==> config.mk <==
export PLATFORM = sky130hd
export DESIGN_NAME = fp32_div_seq
export DESIGN_NICKNAME = d
export VERILOG_FILES = /design/src/rtl/fp32_div_seq.sv
export SDC_FILE = /design/constraint.sdc
export NUM_CORES = 1
export LEC_CHECK = 0
export ABC_AREA = 1
export CORE_ASPECT_RATIO = 1.4
export CORE_MARGIN = 2
export CORE_UTILIZATION = 40
export DETAILED_ROUTE_END_ITERATION = 8
export RECOVER_POWER = 25
export SETUP_SLACK_MARGIN = 0.5
export SYNTH_ARGS = -nofsm -noshare
export SYNTH_HDL_FRONTEND = slang
export SYNTH_SLANG_ARGS = --single-unit
export TNS_END_PERCENT = 10
==> constraint.sdc <==
create_clock -name clk -period 5.2 [get_ports clk]
set_input_delay 1.04 -clock clk [delete_from_list [all_inputs] [get_ports clk]]
set_output_delay 1.04 -clock clk [all_outputs]
set_load 0.005 [all_outputs]
==> src/rtl/fp32_div_seq.sv <==
`default_nettype none
// ============================================================================
// Module      : fp32_div_seq
// Description : Iterative IEEE-754 single-precision divider, result = a / b.
//               A radix-2 restoring mantissa divider produces one quotient
//               bit per clock under control of a small FSM. Operands are
//               captured on an accepted start; the result is reported with a
//               one-cycle valid pulse after a fixed latency, independent of
//               operand class.
//
//               Denormal inputs are flushed to zero and no denormal results
//               are produced (underflow goes to signed zero). Rounding is
//               round-to-nearest-even.
//
// Ports       : clk         - rising-edge clock
//               rst         - synchronous active-high reset
//               start       - request, sampled only while ready = 1
//               a, b        - dividend / divisor (IEEE-754 single)
//               ready       - high only while idle
//               valid       - one-cycle pulse, result is final
//               result      - quotient, held until the next valid
//               div_by_zero - finite nonzero / zero, held like result
//
// Revision    : 1.0 - initial release
// ============================================================================
module fp32_div_seq (
    input  logic        clk,
    input  logic        rst,
    input  logic        start,
    input  logic [31:0] a,
    input  logic [31:0] b,
    output logic        ready,
    output logic        valid,
    output logic [31:0] result,
    output logic        div_by_zero
);

    // 24 mantissa bits + 1 normalisation bit + guard + round
    localparam int QBITS = 27;

    localparam logic [4:0]  c_last_step = 5'(QBITS - 1);
    localparam logic [31:0] c_qnan      = 32'h7FC0_0000;

    // Special-case result classes decided at unpack time
    localparam logic [1:0] c_spec_none = 2'd0;
    localparam logic [1:0] c_spec_nan  = 2'd1;
    localparam logic [1:0] c_spec_inf  = 2'd2;
    localparam logic [1:0] c_spec_zero = 2'd3;

    typedef enum logic [2:0] {
        S_IDLE  = 3'd0,
        S_LOAD  = 3'd1,
        S_DIV   = 3'd2,
        S_ROUND = 3'd3,
        S_DONE  = 3'd4
    } state_t;

    state_t r_state;
    state_t w_next_state;

    // ------------------------------------------------------------------
    // Registered datapath state
    // ------------------------------------------------------------------
    logic [31:0]       r_a;
    logic [31:0]       r_b;
    logic              r_sign;
    logic signed [9:0] r_exp;       // ea - eb, bias added after normalisation
    logic [1:0]        r_spec;
    logic              r_dbz;
    logic [24:0]       r_rem;       // partial remainder
    logic [23:0]       r_mb;        // divisor mantissa
    logic [QBITS-1:0]  r_q;         // quotient, shifted in MSB first
    logic [4:0]        r_cnt;
    logic [31:0]       r_result;
    logic              r_dbz_out;

    // ------------------------------------------------------------------
    // Unpack of the latched operands (used in LOAD)
    // ------------------------------------------------------------------
    logic [7:0]  w_ea;
    logic [7:0]  w_eb;
    logic        w_a_zero;
    logic        w_b_zero;
    logic        w_a_inf;
    logic        w_b_inf;
    logic        w_a_nan;
    logic        w_b_nan;
    logic [23:0] w_ma;
    logic [23:0] w_mb;
    logic [1:0]  w_spec;
    logic        w_dbz;

    assign w_ea     = r_a[30:23];
    assign w_eb     = r_b[30:23];
    // Exponent field 0 covers both true zero and flushed denormals
    assign w_a_zero = (w_ea == 8'h00);
    assign w_b_zero = (w_eb == 8'h00);
    assign w_a_inf  = (w_ea == 8'hFF) && (r_a[22:0] == 23'd0);
    assign w_b_inf  = (w_eb == 8'hFF) && (r_b[22:0] == 23'd0);
    assign w_a_nan  = (w_ea == 8'hFF) && (r_a[22:0] != 23'd0);
    assign w_b_nan  = (w_eb == 8'hFF) && (r_b[22:0] != 23'd0);
    assign w_ma     = w_a_zero ? 24'd0 : {1'b1, r_a[22:0]};
    assign w_mb     = w_b_zero ? 24'd0 : {1'b1, r_b[22:0]};

    // Special cases in priority order
    always_comb begin
        w_spec = c_spec_none;
        w_dbz  = 1'b0;
        if (w_a_nan || w_b_nan) begin
            w_spec = c_spec_nan;
        end else if ((w_a_zero && w_b_zero) || (w_a_inf && w_b_inf)) begin
            w_spec = c_spec_nan;
        end else if (w_a_inf) begin
            w_spec = c_spec_inf;
        end else if (w_b_inf) begin
            w_spec = c_spec_zero;
        end else if (w_b_zero) begin
            w_spec = c_spec_inf;
            w_dbz  = 1'b1;
        end else if (w_a_zero) begin
            w_spec = c_spec_zero;
        end
    end

    // ------------------------------------------------------------------
    // One restoring step
    // ------------------------------------------------------------------
    logic [25:0] w_trial;
    logic        w_qbit;
    logic [24:0] w_rem_keep;

    assign w_trial    = {1'b0, r_rem} - {2'b00, r_mb};
    assign w_qbit     = ~w_trial[25];
    assign w_rem_keep = w_qbit ? w_trial[24:0] : r_rem;

    // ------------------------------------------------------------------
    // Normalise, round, pack, override
    // ------------------------------------------------------------------
    logic              w_norm;
    logic [23:0]       w_mant;
    logic              w_guard;
    logic              w_round;
    logic              w_sticky;
    logic              w_round_up;
    logic [24:0]       w_mant_r;
    logic signed [9:0] w_exp_pre;
    logic signed [9:0] w_exp_fin;
    logic [31:0]       w_packed;
    logic [31:0]       w_final;

    // Quotient lies in [2^25, 2^27): the MSB tells which window holds
    // the 24-bit mantissa.
    assign w_norm    = r_q[QBITS-1];
    assign w_mant    = w_norm ? r_q[26:3] : r_q[25:2];
    assign w_guard   = w_norm ? r_q[2]    : r_q[1];
    assign w_round   = w_norm ? r_q[1]    : r_q[0];
    assign w_sticky  = (w_norm && r_q[0]) || (r_rem != 25'd0);
    assign w_exp_pre = r_exp + (w_norm ? 10'sd127 : 10'sd126);

    // Nearest-even: above halfway, or exactly halfway with odd LSB
    assign w_round_up = w_guard && (w_round || w_sticky || w_mant[0]);
    assign w_mant_r   = {1'b0, w_mant} + {24'd0, w_round_up};
    // Carry-out leaves the mantissa as 1.000..0, so the fraction field is
    // zero either way; only the exponent needs the bump.
    assign w_exp_fin  = w_exp_pre + $signed({9'd0, w_mant_r[24]});

    always_comb begin
        w_packed = {r_sign, w_exp_fin[7:0], w_mant_r[22:0]};
        if (w_exp_fin >= 10'sd255) begin
            w_packed = {r_sign, 8'hFF, 23'd0};
        end else if (w_exp_fin <= 10'sd0) begin
            w_packed = {r_sign, 31'd0};
        end
    end

    always_comb begin
        w_final = w_packed;
        case (r_spec)
            c_spec_nan:  w_final = c_qnan;
            c_spec_inf:  w_final = {r_sign, 8'hFF, 23'd0};
            c_spec_zero: w_final = {r_sign, 31'd0};
            default:     w_final = w_packed;
        endcase
    end

    // ------------------------------------------------------------------
    // FSM
    // ------------------------------------------------------------------
    always_ff @(posedge clk) begin
        if (rst) begin
            r_state <= S_IDLE;
        end else begin
            r_state <= w_next_state;
        end
    end

    always_comb begin
        w_next_state = r_state;
        ready        = 1'b0;
        valid        = 1'b0;
        case (r_state)
            S_IDLE: begin
                ready = 1'b1;
                if (start) begin
                    w_next_state = S_LOAD;
                end
            end
            S_LOAD: begin
                w_next_state = S_DIV;
            end
            S_DIV: begin
                if (r_cnt == c_last_step) begin
                    w_next_state = S_ROUND;
                end
            end
            S_ROUND: begin
                w_next_state = S_DONE;
            end
            S_DONE: begin
                valid        = 1'b1;
                w_next_state = S_IDLE;
            end
            default: begin
                w_next_state = S_IDLE;
            end
        endcase
    end

    // ------------------------------------------------------------------
    // Datapath registers
    // ------------------------------------------------------------------
    always_ff @(posedge clk) begin
        if (rst) begin
            r_a       <= 32'd0;
            r_b       <= 32'd0;
            r_sign    <= 1'b0;
            r_exp     <= 10'sd0;
            r_spec    <= c_spec_none;
            r_dbz     <= 1'b0;
            r_rem     <= 25'd0;
            r_mb      <= 24'd0;
            r_q       <= '0;
            r_cnt     <= 5'd0;
            r_result  <= 32'd0;
            r_dbz_out <= 1'b0;
        end else begin
            case (r_state)
                S_IDLE: begin
                    if (start) begin
                        r_a <= a;
                        r_b <= b;
                    end
                end
                S_LOAD: begin
                    r_sign <= r_a[31] ^ r_b[31];
                    r_exp  <= $signed({2'b00, w_ea}) - $signed({2'b00, w_eb});
                    r_spec <= w_spec;
                    r_dbz  <= w_dbz;
                    r_rem  <= {1'b0, w_ma};
                    r_mb   <= w_mb;
                    r_q    <= '0;
                    r_cnt  <= 5'd0;
                end
                S_DIV: begin
                    // Kept remainder is below the divisor, so the shifted
                    // value still fits in 25 bits.
                    r_rem <= {w_rem_keep[23:0], 1'b0};
                    r_q   <= {r_q[QBITS-2:0], w_qbit};
                    r_cnt <= r_cnt + 5'd1;
                end
                S_ROUND: begin
                    r_result  <= w_final;
                    r_dbz_out <= r_dbz;
                end
                default: begin
                end
            endcase
        end
    end

    assign result      = r_result;
    assign div_by_zero = r_dbz_out;

endmodule
`default_nettype wire

==> summary.txt, run 1 <==
Switching share of power - 0.3964
Most common cell after layout, fill and taps aside - nand2_1
Lkg Pwr - 5.254 nW
Hold-fix buffers at CTS - 0
IO Count - 102
Port bufs - 101
Net count, final - 1816
Number of setup buffers added after CTS - 0
Die Y-Extent - 200.4 µm
Peak supply drop - 0.0002747 V
Max Fclk - 0.2290 GHz
GRT Overall Usage - 0.2321
Crit path buffers/inverters - 4
Drt via density - 5.086
Clock-pin slew on the worst setup and hold paths - 0.08 ns
Worst-margin pin slew - 3.071 ns
TNS Setup - 0 ns
DP HPWL - 24860 µm
RePlAce Congestion - 0.9152
Clk_lat worst skew - 0.45 ns
TritonCTS clock tree - done
Final-report setup violation count - 0
Outcome - finished with violations
Commonest non-fill, non-tap cells in the layout - nand2_1 (353), a21oi_1 (224), inv_1 (208), dfxtp_1 (193), o21ai_0 (155)
Die Wd - 144.3 µm
Pins Over Slew Limit - 120
Post-Route WL - 32700 µm
Critical Path Sink Type - flop
Final period utilization - 0.8397
CTS max path bufs - 2
Slowest Stage Delay on Critical Path - 0.43 ns
WP data required - 5.43 ns
Worst Hold Launch - result[10]
Starting Density - 0.4081
Max Clock Skew - 0.01065 ns
WS Path Type - reg -> reg
Fin worst setup slack - 0.8337 ns
Avg WL per Cell - 15.69 µm
RSZ-0062 raised after global routing - false
Fillers - 2918
Largest net degree at the start of global routing - 106
Root buf cell - clkbuf_16
Routed via count - 10600
Seq/Total Area, Yosys - 0.3524
Cell-internal power - 2.814 mW
Layout area overhead - 16.07%
Pre-CTS WS - 0.8708 ns
Clock Power Share - 0.277
Synthesized area - 11020 µm²
Critical R2R Launch - r_q[26]
Vias in the first global route - 10480
DR pass1 iterations - 5
# Max-Cap Violations - 2
Minimum clock period - 4.366 ns
Die area - 28920 µm²
Post-synth net total - 1760
Gate power share - 0.362
Tightest Hold Check Type - reg -> reg
Initial antenna violation count - 1
Num CTS Buffers - 17
Flop pwr share - 0.361
Synth async-reset ratio - 0
Slew margin rel. - -1.047
Post-synth cell types - 45
Yosys reg bits - 194
PwrDens - 364.4 nW/µm²
Crit-path max FO - 22
Post-synth EDFFs - 0
First-pass GRT wire length - 52960 µm
Critical path launch point type - flop
Core Rows - 71
Violated checks - capacitance limit, slew limit
DRC - 0
Slowest-stage cell, CP - dfxtp_4
Primary FF master, synth - dfxtp_1
Fin. Hold Viols - 0
Critical path arrival - 4.59 ns
CP Launch Point - r_q[26]
Switching power - 1.848 mW
Layout cell share with drive strength beyond 1 - 0.05297
Synth warn - 0
Sinks on Clock Net - 194
Initial DRC Count - 489
Synth Area per Inst - 6.680 µm²
Number of routed nets with antenna violations - 0
Post-synthesis cell count - 1650
GRT Residual Overflow - 0
Core Area - 27010 µm²
# H-tree levels - 4
Largest delay contributor family on the critical path - simple AND/OR/NAND/NOR gates
## power groups by stage
stage	combinational [mW]	sequential [mW]	clock (mW)
finish	1.69	1.68	1.29
global route	1.92	1.70	1.38
CTS	1.69	1.68	1.33
detailed placement	1.68	1.72	0
global placement	1.67	1.72	0
floorplan	1.27	1.69	0
## sequential cells by signal, summed over array words and instances (netlist names)
signal and cells:
r_a 32, r_b 32, result 32, r_q 27, r_rem 25, r_mb 24
r_exp 9, r_cnt 5, r_state 3, r_spec 2, div_by_zero 1, r_dbz 1
r_sign 1
## synthesized netlist by cell type, drive strengths merged, types with 3 or more instances
master	instances	area (µm²)
xnor2	14	122.6
o211ai	4	30.03
nand4	32	200.2
o21bai	4	30.03
o21ai	169	864.6
nor2	120	503.0
nand3	120	615.6
nand2	368	1424
inv	213	802.0
a21o	5	37.54
clkbuf	61	229.0
or2	7	43.79
nand3b	4	33.78
a211oi	3	22.52
xor2	18	157.7
ha	40	500.5
fa	3	60.06
a21oi	225	1130
buf	13	125.1
nor4	9	56.30
dfxtp	194	3884
nor3	15	91.34
## final timing paths
path                     end  slack (ns)  depth (start not counted)
hold reg to reg   result[10]        0.47                          2
setup / recovery   result[7]        0.83                         25
setup reg to reg   result[7]        0.83                         25
hold / removal    result[10]        0.47                          2
## logic make-up (layout without fill, tap and decap cells)
| group | after synthesis | after routing | share of synthesized area |
|---|---|---|---|
| and+or+nand+nor | 677 | 677 | 0.2704 |
| AOI/OAI and AO/OA | 415 | 415 | 0.1954 |
| buffers and inverters | 289 | 357 | 0.1056 |
| DFF | 194 | 194 | 0.3524 |
| adders and majority gates | 43 | 43 | 0.05086 |
| xor gates and xnor gates | 32 | 32 | 0.02543 |
| other | 0 | 1 | 0 |
## metrics by stage
stage          total power [mW]  hold WS, ns    util  area, µm²  cells
2_1_floorplan             2.962       0.4364       -      11020   1650
3_3_place_gp              3.385       0.4525  0.4527      12230   2052
3_5_place_dp              3.393       0.4564  0.4527      12230   2052
4_1_cts                   4.700       0.4678  0.4737      12790   2083
5_1_grt                   5.006       0.4761  0.4737      12790   2084
6_report                  4.662       0.4651  0.4737      12790   2084
## area by class of cell
class,instances,area (µm²),area share
inverters,215,809.5,0.06328
clock inverters,13,137.6,0.01076
multi-input cells,1167,5997,0.4688
well taps,365,456.7,0.03570
diodes,1,2.502,0.0001956
flip-flops and latches,194,3887,0.3039
repair buffers,111,1074,0.08391
clock buffers,18,429.2,0.03355
## what timing repair did
| action | 4_1_cts | 5_1_grt |
|---|---|---|
| hold endpoints to repair | 0 | 0 |
| setup endpoints to repair | 0 | 17 |
| resized for setup | 0 | 2 |
## worst register-to-register path, delay by kind of cell, from the launching register on
family          cells  cell delay, ns
compound gates      2            0.42
fa+ha+maj           3            0.78
buf+inv             4            0.37
flops               1            0.43
simple gates       16            2.14
## metal layers
layer | routed length (µm) | vias to the layer above | GRT usage
li1 | - | 5523 | -
met1 | 12930 | 4829 | 0.2542
met2 | 17690 | 202 | 0.4386
met3 | 919 | 45 | 0.03108
met4 | 1158 | 0 | 0.09501
met5 | 0 | - | 0
(Power assumes the default switching activity.)
==> run 2, diff against run 1 <==
==> constraint.sdc (replaced) <==
create_clock -name clk -period 4.5 [get_ports clk]
set_input_delay 0.9 -clock clk [delete_from_list [all_inputs] [get_ports clk]]
set_output_delay 0.9 -clock clk [all_outputs]
set_load 0.005 [all_outputs]
==> run 2 against run 1 <==
Against the previous run:
- the run still ends with capacitance limit, slew limit left
- sequential share of layout area shrank 0.83 points
- combinational power up 17%
- critical path depth shrank 1
- worst setup slack got worse by 0.21 ns
- sequential cell count unchanged
- count of clock-buffer cells in the layout grew 1
- largest cell class unchanged
- maximum frequency increased by 12%
- hold slack better by 0.0013 ns
- utilization rose by 1.3 points
- register-to-register slack worse by 0.21 ns
==> summary.txt, run 2 (same netlist as run 1, synthesis figures left out) <==
Outcome - finished with violations
Violated checks - capacitance limit, slew limit
Clk_lat worst skew - 0.44 ns (about the same)
Pins Over Slew Limit - 113 (-5.8%)
Core Rows - 71 (unchanged)
Avg WL per Cell - 15.76 µm (+0.46%)
Largest net degree at the start of global routing - 81 (-24%)
RePlAce Congestion - 0.9110 (-0.46%)
DRC - 0 (unchanged)
Routed via count - 10700 (+0.94%)
Port bufs - 101 (unchanged)
Commonest non-fill, non-tap cells in the layout - nand2_1 (347), a21oi_1 (224), inv_1 (205), dfxtp_1 (193), o21ai_0 (154)
WHS Path Cells - 2 (unchanged)
Area of the multi-input gates - 6153 µm² (+2.6%)
GRT Overall Usage - 0.2329 (+0.0008448)
Net count, final - 1833 (+0.94%)
Hold-fix buffers at CTS - 0 (unchanged)
Pre-CTS WS - 0.2904 ns (-0.5804 ns)
IO Count - 102 (unchanged)
Depth of the worst register-to-register path - 24 (-4.0%)
# H-tree levels - 4 (unchanged)
Seq. cell area - 3887 µm² (unchanged)
TNS Setup - 0 ns (unchanged)
Initial DRC Count - 512 (+4.7%)
Diode count - 0 (-1)
Peak supply drop - 0.0002600 V (-5.4%)
GRT Residual Overflow - 0 (unchanged)
Most common cell after layout, fill and taps aside - nand2_1
Final-report setup violation count - 0 (unchanged)
Post-Route WL - 33120 µm (+1.3%)
Critical path arrival - 4.10 ns (-0.49 ns)
RSZ-0062 raised after global routing - true
Tightest Hold Check Type - reg -> reg
Core Area - 27010 µm² (unchanged)
Final instance area - 13150 µm² (+2.8%)
Layout cell share with drive strength beyond 1 - 0.07431 (+0.02134)
Vias in the first global route - 10540 (+0.65%)
Die Wd - 144.3 µm (unchanged)
Slowest Stage Delay on Critical Path - 0.39 ns (-0.04 ns)
PwrDens - 413.2 nW/µm² (+13%)
WP data required - 4.72 ns (-0.71 ns)
Critical path, cell by cell - buf_8 > o21ai_4 > nand2_2 > inv_2 > ha_4 > inv_2 > nor2_4 > nand3_4 > nor3_4 > nand4_1 > nor3_2 > fa_2 > inv_2 > ha_4 > inv_1 > or2_4 > nor2_4 > nand4_1 > nor2_1 > nand4_1 > nand2_4 > nor2_4 > nand3_1 > a21oi_1
Clock-pin slew on the worst setup and hold paths - 0.08 ns (about the same)
Sinks on Clock Net - 194 (unchanged)
Layout area overhead - 19.33%
Initial antenna violation count - 0 (-1)
Max Fclk - 0.2577 GHz (+12%)
Setup slack, reg-to-reg - 0.62 ns (-0.21 ns)
Lkg Pwr - 5.369 nW (+2.2%)
Critical Path Sink Type - flop
Slowest-stage cell, CP - dfxtp_4
Placed cell area - 12260 µm² (+0.29%)
Die area - 28920 µm² (unchanged)
Fin worst setup slack - 0.6189 ns (-0.2149 ns)
CTS max path bufs - 2 (unchanged)
Minimum clock period - 3.881 ns (-0.4851 ns)
Final Core Density - 0.4870 (+0.01330)
Root buf cell - clkbuf_16
Fin. Hold Viols - 0 (unchanged)
Die Y-Extent - 200.4 µm (unchanged)
DP HPWL - 24900 µm (+0.15%)
Starting Density - 0.4081 (unchanged)
Critical path launch point type - flop
Worst hold margin - 0.4663 ns (+0.001268 ns)
Crit-path max FO - 10 (-55%)
# Max-Cap Violations - 2 (unchanged)
DR pass1 iterations - 5 (unchanged)
Drt via density - 5.092 (+0.13%)
First-pass GRT wire length - 53190 µm (+0.43%)
Worst-margin pin slew - 2.637 ns (-0.4337 ns)
Max Clock Skew - 0.01844 ns (+0.007792 ns)
Num CTS Buffers - 17 (unchanged)
Final period utilization - 0.8625 (+0.02281)
Slew margin rel. - -0.7580 (+0.2892)
TritonCTS clock tree - done
WS Path Type - reg -> reg
Number of routed nets with antenna violations - 0 (unchanged)
Fillers - 2842 (-2.6%)
run 2: layer usage:
layer,vias to the layer above,GRT usage,share of wire
met1,4861,0.2573,0.40
met3,69,0.03012,0.027
met2,214,0.4298,0.53
li1,5555,-,-
met4,0,0.1130,0.048
met5,-,0,0
run 2: worst paths after layout:
kind	from	to
setup / recovery	r_q[26]	result[0]
hold / removal	result[17]	result[17]
setup reg to reg	r_q[26]	result[0]
hold reg to reg	result[17]	result[17]
run 2: worst max-delay path, delay by kind of cell (launching register included):
kind                     cells  cell delay [ns]
AND/OR/NAND/NOR             14             1.97
flip-flops                   1             0.39
adder cells (fa/ha/maj)      3             0.68
AO/OA/AOI/OAI                2             0.20
buffers and inverters        5             0.40
run 2: per-stage QoR:
stage                     power (mW)  instances
after floorplan                3.422       1650
after CTS                      5.462       2089
after global routing           5.833       2101
after global placement         3.932       2055
after detailed placement       3.941       2055
final                          5.434       2101
run 2: where the power goes:
group | total (mW) | switching [mW] | internal (mW)
registers | 1.95 | 0.101 | 1.85
clock network | 1.51 | 0.753 | 0.756
logic | 1.98 | 1.30 | 0.675
run 2: area by class of cell:
cell class | instances | share of cell area
multi-input cells | 1168 | 0.4678
flip-flops and latches | 194 | 0.2956
repair buffers | 127 | 0.09541
inverters | 215 | 0.06174
well taps | 365 | 0.03472
clock buffers | 19 | 0.03368
clock inverters | 13 | 0.01104
run 2: timing repair:
item                                    4_1_cts  5_1_grt
pin swaps                                     0       16
gates resized for setup                       6       36
buffers inserted                              1       10
gates cloned                                  1        2
endpoints found under the setup margin       28       31
==> run 3, diff against run 2 <==
==> constraint.sdc (replaced) <==
create_clock -name clk -period 3.2 [get_ports clk]
set_input_delay 0.64 -clock clk [delete_from_list [all_inputs] [get_ports clk]]
set_output_delay 0.64 -clock clk [all_outputs]
set_load 0.005 [all_outputs]
==> run 3 against run 2 <==
Against the previous run:
- the flow finishes with violations (setup timing)
- sequential share of layout area is 1.4 points lower
- power is 44% higher
- maximum frequency rose by 12%
- cell count rose by 4.6%
- clock power increased by 43%
- critical endpoint is now result[2]
- largest cell class unchanged
==> summary.txt, run 3 (same netlist as run 1, synthesis figures left out) <==
Initial DRC Count - 466 (-9.0%)
Avg WL per Cell - 15.22 µm (-3.5%)
Layout cell share with drive strength beyond 1 - 0.1229 (+0.04857)
WS Path Type - reg -> reg
IO Count - 102 (unchanged)
DP HPWL - 25870 µm (+3.9%)
Placed cell area - 13060 µm² (+6.5%)
Number of routed nets with antenna violations - 0 (unchanged)
TritonCTS clock tree - done
GRT Overall Usage - 0.2371 (+0.004138)
Total power - 7.835 mW (+44%)
Gr busiest metal - met2
Minimum clock period - 3.465 ns (-0.4165 ns)
Post-Route WL - 33430 µm (+0.95%)
Port bufs - 101 (unchanged)
DR pass1 iterations - 5 (unchanged)
WP data required - 3.50 ns (-1.22 ns)
Net count, final - 1928 (+5.2%)
Most common cell after layout, fill and taps aside - nand2_1
Sinks on Clock Net - 194 (unchanged)
Num CTS Buffers - 17 (unchanged)
Met3 Usage GRT - 0.03419 (+0.004064)
Slowest-stage cell, CP - dfxtp_4
RePlAce Congestion - 0.9246 (+1.5%)
Critical path arrival - 3.76 ns (-0.34 ns)
Area of the multi-input gates - 6102 µm² (-0.83%)
Root buf cell - clkbuf_16
Worst-margin pin slew - 1.392 ns (-1.245 ns)
Slowest Stage Delay on Critical Path - 0.39 ns (about the same)
Core Area - 27010 µm² (unchanged)
DRC - 0 (unchanged)
Core Rows - 71 (unchanged)
Routed via count - 11060 (+3.4%)
Vias in the first global route - 11020 (+4.5%)
GR Util met2 - 0.4448 (+0.01506)
Largest net degree at the start of global routing - 84 (+3.7%)
Max Clock Skew - 0.01525 ns (-0.003192 ns)
Layout area overhead - 25.18%
Final instance area - 13800 µm² (+4.9%)
Initial antenna violation count - 1 (+1)
Clock-pin slew on the worst setup and hold paths - 0.08 ns (about the same)
RSZ-0062 raised after global routing - true
Die area - 28920 µm² (unchanged)
Fin. Hold Viols - 0 (unchanged)
Violated checks - setup timing
Lkg Pwr - 5.773 nW (+7.5%)
Max Fclk - 0.2886 GHz (+12%)
Peak supply drop - 0.0003981 V (+53%)
Fin worst setup slack - -0.2646 ns (-0.8835 ns)
Outcome - finished with violations
Critical Path Sink Type - flop
First-pass GRT wire length - 54100 µm (+1.7%)
Die Y-Extent - 200.4 µm (unchanged)
PwrDens - 567.9 nW/µm² (+37%)
CTS max path bufs - 2 (unchanged)
GRT Residual Overflow - 0 (unchanged)
Slew margin rel. - 0.06985 (+0.8279)
# H-tree levels - 4 (unchanged)
Crit-path max FO - 6 (-4)
Largest delay contributor family on the critical path - simple AND/OR/NAND/NOR gates
# Max-Cap Violations - 0 (-2)
Worst hold margin - 0.4674 ns (+0.001112 ns)
Hold-fix buffers at CTS - 0 (unchanged)
Pins Over Slew Limit - 0 (-100%)
Tightest Hold Check Type - reg -> reg
Drt via density - 5.036 (-1.1%)
Critical path launch point type - flop
Final-report setup violation count - 30 (+30)
Fillers - 2851 (+0.32%)
Clk_lat worst skew - 0.45 ns (about the same)
Die Wd - 144.3 µm (unchanged)
Met1 GRT Util - 0.2481 (-0.009218)
Crit path buffers/inverters - 6 (+1)
Pre-CTS WS - -0.5116 ns (-0.8020 ns)
Final period utilization - 1.083 (+0.2202)
Commonest non-fill, non-tap cells in the layout - nand2_1 (349), a21oi_1 (224), inv_1 (202), dfxtp_1 (193), o21ai_0 (147)
Starting Density - 0.4081 (unchanged)
Seq. cell area - 3887 µm² (unchanged)
==> run 3: path summary, 6_finish.rpt <==
path               from          to  slack (ns)  cells past startpoint
min          result[14]  result[14]        0.47                      2
max             r_q[26]   result[2]       -0.26                     25
max reg2reg     r_q[26]   result[2]       -0.26                     25
min reg2reg  result[14]  result[14]        0.47                      2
==> run 3: routing by layer <==
| layer | routed length (µm) | vias to the layer above | part of all wire |
|---|---|---|---|
| li1 | - | 5753 | - |
| met1 | 13110 | 5020 | 0.39 |
| met2 | 17620 | 211 | 0.53 |
| met3 | 859 | 80 | 0.026 |
| met4 | 1844 | 0 | 0.055 |
| met5 | 0 | - | 0 |
==> run 3: worst register-to-register path, stage by stage (launching register included) <==
cell and delay [ns]:
dfxtp_4 0.39, buf_6 0.14, o21ai_4 0.13, nand2_2 0.07
inv_2 0.07, ha_4 0.14, inv_4 0.04, nor2_4 0.08
nand3_2 0.10, nor3_4 0.15, nand4_1 0.12, nor3_2 0.13
buf_4 0.14, fa_2 0.21, inv_2 0.06, ha_4 0.26
inv_2 0.03, or2_4 0.23, nor2_4 0.10, nand2_1 0.06
nor2_1 0.09, nand4_1 0.11, nand4_1 0.24, nor2_1 0.09
nand2_1 0.07, a21oi_1 0.05
==> run 3: metrics by stage <==
step	instances	util	TNS (ns)
6_report	2197	0.5109	-6.243
3_3_place_gp	2152	0.4835	-11.52
4_1_cts	2195	0.5103	-6.847
5_1_grt	2197	0.5109	-16.11
2_1_floorplan	1650	-	-9.660
3_5_place_dp	2152	0.4835	-14.16
==> run 3: power breakdown <==
part / internal (mW) / switching [mW] / total [mW] / leakage (nW)
Clock: 1.05 / 1.11 / 2.16 / 0.288
Sequential: 2.60 / 0.139 / 2.74 / 1.58
Combinational: 1.05 / 1.89 / 2.94 / 3.90
==> run 3: final cells by class <==
class / count / share of cell area
flip-flops and latches: 194 / 0.2818
inverters: 215 / 0.05904
diodes: 1 / 0.0001814
clock inverters: 14 / 0.01197
well taps: 365 / 0.03310
clock buffers: 18 / 0.03111
multi-input cells: 1167 / 0.4423
repair buffers: 223 / 0.1406
==> run 3: what timing repair did <==
item                       CTS  global route
gates resized for setup     19             9
pin swaps                   19             4
setup endpoints to repair   31            53
buffers inserted            11             1
